===== config.mk =====
export PLATFORM = sky130hd
export DESIGN_NAME = pc_stack_flat
export DESIGN_NICKNAME = d
export VERILOG_FILES = /design/src/rtl/pc_stack_if.sv /design/src/rtl/pc_stack.sv /design/src/flat_wrapper.sv
export SDC_FILE = /design/constraint.sdc
export NUM_CORES = 1
export LEC_CHECK = 0
export BUFFER_PORTS_ARGS = -buffer_cell sky130_fd_sc_hd__buf_4
export CAP_MARGIN = 5
export CORE_AREA = 2 2 133 161
export DETAILED_ROUTE_END_ITERATION = 10
export DIE_AREA = 0 0 135 163
export GPL_ROUTABILITY_DRIVEN = 0
export GPL_TIMING_DRIVEN = 0
export PLACE_DENSITY = 0.55
export REMOVE_ABC_BUFFERS = 1
export SLEW_MARGIN = 15
export SYNTH_ARGS = -nofsm -noshare
export SYNTH_HDL_FRONTEND = slang
export SYNTH_SLANG_ARGS = --single-unit

===== constraint.sdc =====
create_clock -name clk -period 9.3 [get_ports clk]
set_input_delay 1.395 -clock clk [delete_from_list [all_inputs] [get_ports clk]]
set_output_delay 1.395 -clock clk [all_outputs]
set_load 0.005 [all_outputs]

===== src/rtl/pc_stack_if.sv =====
// Request/status bundle between a sequencer and the pc_stack program counter.
// The sequencer drives the request side (master); pc_stack answers (slave).
interface pc_stack_if #(
    parameter int WIDTH = 16,
    parameter int DEPTH = 8
);
    localparam int CW = $clog2(DEPTH + 1);

    logic             clr;
    logic [WIDTH-1:0] in;
    logic             load;
    logic             inc;
    logic             call;
    logic             ret;
    logic [WIDTH-1:0] out;
    logic [CW-1:0]    depth_cnt;
    logic             empty;
    logic             full;
    logic             ovf;
    logic             unf;

    modport master (
        output clr, in, load, inc, call, ret,
        input  out, depth_cnt, empty, full, ovf, unf
    );

    modport slave (
        input  clr, in, load, inc, call, ret,
        output out, depth_cnt, empty, full, ovf, unf
    );
endinterface


===== src/rtl/pc_stack.sv =====
// Program counter with a LIFO return-address stack for call/return.
// One action per edge, priority clr > ret > call > load > inc > hold.
module pc_stack #(
    parameter int          WIDTH        = 16,
    parameter int          DEPTH        = 8,
    parameter logic [31:0] RESET_VECTOR = 32'h0
) (
    input  logic        clk,
    input  logic        reset_n,
    pc_stack_if.slave   bus
);
    localparam int               CW = $clog2(DEPTH + 1);
    localparam int               AW = $clog2(DEPTH);
    localparam logic [WIDTH-1:0] RV = RESET_VECTOR[WIDTH-1:0];

    typedef enum logic [2:0] {
        ACT_HOLD,
        ACT_CLR,
        ACT_POP,
        ACT_UNF,
        ACT_PUSH,
        ACT_OVF,
        ACT_LOAD,
        ACT_INC
    } act_e;

    act_e             act;
    logic [WIDTH-1:0] out_q, out_d;
    logic [CW-1:0]    cnt_q, cnt_d;
    logic             ovf_q, ovf_d;
    logic             unf_q, unf_d;
    logic [WIDTH-1:0] stack_q [DEPTH];

    logic             is_empty;
    logic             is_full;
    logic [AW-1:0]    push_idx;
    logic [AW-1:0]    top_idx;
    logic [WIDTH-1:0] pc_plus1;

    assign is_empty = (cnt_q == '0);
    assign is_full  = (cnt_q == CW'(DEPTH));
    assign push_idx = AW'(cnt_q);
    assign top_idx  = AW'(cnt_q - CW'(1));
    // Shared by inc and the return address; wraps all-ones to zero.
    assign pc_plus1 = out_q + WIDTH'(1);

    always_comb begin
        act = ACT_HOLD;
        if (bus.clr) begin
            act = ACT_CLR;
        end else if (bus.ret) begin
            act = is_empty ? ACT_UNF : ACT_POP;
        end else if (bus.call) begin
            act = is_full ? ACT_OVF : ACT_PUSH;
        end else if (bus.load) begin
            act = ACT_LOAD;
        end else if (bus.inc) begin
            act = ACT_INC;
        end
    end

    always_comb begin
        out_d = out_q;
        cnt_d = cnt_q;
        ovf_d = ovf_q;
        unf_d = unf_q;
        case (act)
            ACT_CLR: begin
                out_d = RV;
                cnt_d = '0;
                ovf_d = 1'b0;
                unf_d = 1'b0;
            end
            ACT_POP: begin
                out_d = stack_q[top_idx];
                cnt_d = cnt_q - CW'(1);
            end
            ACT_UNF:  unf_d = 1'b1;
            ACT_PUSH: begin
                out_d = bus.in;
                cnt_d = cnt_q + CW'(1);
            end
            ACT_OVF:  ovf_d = 1'b1;
            ACT_LOAD: out_d = bus.in;
            ACT_INC:  out_d = pc_plus1;
            default: ;
        endcase
    end

    always_ff @(posedge clk or negedge reset_n) begin
        if (!reset_n) begin
            out_q <= RV;
            cnt_q <= '0;
            ovf_q <= 1'b0;
            unf_q <= 1'b0;
        end else begin
            out_q <= out_d;
            cnt_q <= cnt_d;
            ovf_q <= ovf_d;
            unf_q <= unf_d;
        end
    end

    // Storage is deliberately unreset: entries above depth_cnt are never read.
    always_ff @(posedge clk) begin
        if (act == ACT_PUSH) begin
            stack_q[push_idx] <= pc_plus1;
        end
    end

    assign bus.out       = out_q;
    assign bus.depth_cnt = cnt_q;
    assign bus.empty     = is_empty;
    assign bus.full      = is_full;
    assign bus.ovf       = ovf_q;
    assign bus.unf       = unf_q;

    a_cnt_in_range: assert property (@(posedge clk) disable iff (!reset_n)
        cnt_q <= CW'(DEPTH));
endmodule


===== src/flat_wrapper.sv =====
// flat-port wrapper written by rule: the top's interface ports become plain ports
module pc_stack_flat 
#(
    parameter int          WIDTH        = 16,
    parameter int          DEPTH        = 8,
    parameter logic [31:0] RESET_VECTOR = 32'h0
)
  (clk, reset_n, bus_clr, bus_in, bus_load, bus_inc, bus_call, bus_ret, bus_out, bus_depth_cnt, bus_empty, bus_full, bus_ovf, bus_unf);
  pc_stack_if #(.WIDTH(WIDTH), .DEPTH(DEPTH)) bus_i ();
  input  logic clk;
  input  logic reset_n;
  input wire logic [$bits(bus_i.clr)-1:0] bus_clr;
  input wire logic [$bits(bus_i.in)-1:0] bus_in;
  input wire logic [$bits(bus_i.load)-1:0] bus_load;
  input wire logic [$bits(bus_i.inc)-1:0] bus_inc;
  input wire logic [$bits(bus_i.call)-1:0] bus_call;
  input wire logic [$bits(bus_i.ret)-1:0] bus_ret;
  output wire logic [$bits(bus_i.out)-1:0] bus_out;
  output wire logic [$bits(bus_i.depth_cnt)-1:0] bus_depth_cnt;
  output wire logic [$bits(bus_i.empty)-1:0] bus_empty;
  output wire logic [$bits(bus_i.full)-1:0] bus_full;
  output wire logic [$bits(bus_i.ovf)-1:0] bus_ovf;
  output wire logic [$bits(bus_i.unf)-1:0] bus_unf;
  assign bus_i.clr = bus_clr;
  assign bus_i.in = bus_in;
  assign bus_i.load = bus_load;
  assign bus_i.inc = bus_inc;
  assign bus_i.call = bus_call;
  assign bus_i.ret = bus_ret;
  assign bus_out = bus_i.out;
  assign bus_depth_cnt = bus_i.depth_cnt;
  assign bus_empty = bus_i.empty;
  assign bus_full = bus_i.full;
  assign bus_ovf = bus_i.ovf;
  assign bus_unf = bus_i.unf;
  pc_stack #(.WIDTH(WIDTH), .DEPTH(DEPTH), .RESET_VECTOR(RESET_VECTOR)) u_core (.clk(clk), .reset_n(reset_n), .bus(bus_i));
endmodule

==> results.ini <==
[floorplan]
die_width_um = 135
die-area_sq_mm = 0.0220
die_h_um = 163
row_count = 58
start_util_pct = 31.4
core_area_sq_mm = 0.0206
io_pins = 47

[finish]
syn_to_final_growth_pct = 22.3
fin_nets = 474
post_layout_nonfiller_instances = 731
antenna-diode-count = 0
design_area_sq_mm = 0.00792
layout-drive-gt1-share_pct = 30.8
final_util_pct = 38.4

[clock_network]
ctsHoldBuffers = 0
clk_pin_slew_worst_paths_ns = 0.06
clkSinkCount = 150
htreeDepth = 4
cts_buffers = 17
cts_tree = done
clk_latency_ns = 0.43
cts-root-buf = clkbuf_16
cts-resized-gates = 0
post_cts_buffers = 0
ctsLongestPathBuffers = 2

[worst_hold_path]
min_from = u_core.bus.ovf
holdPathStages = 2
hold_end = u_core.bus.ovf
hold_class = register to register

[timing]
worst_slack_ns = 5.37
rsz0062_at_grt = false
max-slew-margin-rel_pct = 25.6
tns_ns = 0
post-route-period-util_pct = 42.3
maxSlewViolCount = 0
tightestPinTransition_ns = 1.11
whs_ns = 0.510
fmax_ghz = 0.254
finalCriticalPeriod_ns = 3.93
finalHoldViolCount = 0
clock_skew_ns = 0.0106
setup_viol = 0

[grt]
grt_pass1_wl_um = 24200
grt_overflow = 0
grt_start_max_net_pins = 24
antenna_found_initial = 0
grt_pass1_vias = 4017
track_usage_pct = 15.1

[yosys]
ys.warnings.count = 0
synth-edff-count = 128
ys.flop_type = edfxtp_1
synth.distinct_cells = 51
synth_area_per_cell_sq_um = 16.7
synth_seq_area_share_pct = 67.8
synth-seq-cells = 150
synth_area_sq_mm = 0.00648
synthCells = 387
synthArstFlopShare_pct = 14.7

[run_status]
outcome = complete, no violations

[routing]
ant_nets = 0
via_per_inst = 5.22
routedWlPerCell_um = 21.8
totalWireLength_um = 15900
drtIter0Drc = 356
vias = 3819
drc_errors = 0
first_pass_iters = 4

[placement]
dp.cells = 699
numPortBuffers = 46
post_dp_cell_area_sq_mm = 0.00729
place_ws_ns = 5.16
place_hpwl_um = 10600

[pwr]
finalPower_mw = 2.35
power_density_mw_per_mm2 = 297
p_leak_nw = 2.76
worst_ir_drop_vdd_mv = 0.132

[critical_path]
arrival_ns = 4.06
cp-start-kind = register
cp-end-kind = register
r2r_start = u_core.bus.depth_cnt[0]
cp_max_fo = 23
crit_slowest_cell = nor3_4
reg2reg_to = u_core.stack_q[6][4]
crit_type = register to register
max_stage_delay_ns = 0.81
reg2reg_slack_ns = 5.37
cp.required_ns = 9.43
crit_chain = buf_12 -> inv_1 -> ha_2 -> and4b_1 -> nor3_4 -> o211ai_1 -> nor2_2 -> buf_8
reg2regPathDepth = 8

[job]
drv_cap = 0

report_power, final:
group          internal [mW]  switching [mW]
Combinational          0.308           0.361
Clock                  0.473           0.264
Sequential             0.857          0.0869
worst max-delay path by stage:
stage | start | end | slack (ns) | cells after the start
after floorplan | u_core.bus.depth_cnt[0] | u_core.stack_q[4][0] | 4.52 | 6
after global placement | u_core.bus.depth_cnt[0] | u_core.stack_q[4][12] | 1.66 | 6
after detailed placement | bus_call | u_core.stack_q[5][15] | 5.16 | 6
after CTS | u_core.bus.depth_cnt[0] | u_core.stack_q[5][3] | 5.32 | 8
after global routing | u_core.bus.depth_cnt[0] | u_core.stack_q[6][3] | 5.19 | 8
final | u_core.bus.depth_cnt[0] | u_core.stack_q[6][4] | 5.37 | 8
cell families (layout without fill, tap and decap cells):
kind of cell	count (synthesis)	in the layout	synth area share, %
xor+xnor	17	17	2.30
mux	40	40	12.4
fa+ha+maj	3	3	0.579
buf+inv	39	113	2.90
compound gates	62	62	7.45
simple gates	76	76	6.62
flops	150	150	67.8
cells in the final DEF, fill, tap and decap left out, types with 6 or more instances in the layout:
cell type	netlist	routed
a21oi_1	8	8
a22oi_1	11	11
a32oi_1	10	10
buf_4	2	49
clkbuf_16	0	17
clkinv_2	1	6
dfrtp_1	22	21
edfxtp_1	128	128
inv_1	20	20
mux2i_1	8	8
mux4_2	32	32
nand2_1	14	14
nand3_1	6	6
nor2_1	12	7
nor2_2	1	6
nor3_1	8	6
o211ai_1	14	14
or3_1	7	7
xnor2_1	15	15
state kept, by name, summed over array words and instances (netlist names):
| register | flops |
|---|---|
| u_core.bus.unf | 1 |
| u_core.stack_q | 128 |
| u_core.bus.out | 16 |
| u_core.bus.depth_cnt | 4 |
| u_core.bus.ovf | 1 |
cells in the mapped netlist (10+ instances only):
cell type  number  area [sq um]
a22oi_1        11          82.6
o211ai_1       14           105
mux4_2         32           721
nor2_1         12          45.0
a32oi_1        10          87.6
edfxtp_1      128          3840
xnor2_1        15           131
nand2_1        14          52.6
dfrtp_1        22           551
inv_1          20          75.1
final cells by class:
type	instances	area (sq um)
fill	1940	12700
sequential	150	4400
multi-input combinational	198	1940
timing repair buffer	60	528
clock buffer	18	429
tap	270	338
clock inverter	14	208
inverter	21	80.1
layer usage:
layer	vias up	wire length, um	track usage [%]
met5	-	0	0
met4	0	229	5.02
met1	1997	6940	19.9
met3	19	806	3.73
met2	112	7940	24.6
li1	1691	-	-
worst max-delay path, delay by kind of cell (launching register included):
family,cells,cell delay [ns]
flops,1,0.69
compound gates,1,0.39
fa+ha+maj,1,0.24
buf+inv,3,0.62
simple gates,3,1.67
Note: power is estimated with default switching activity, not from simulation.
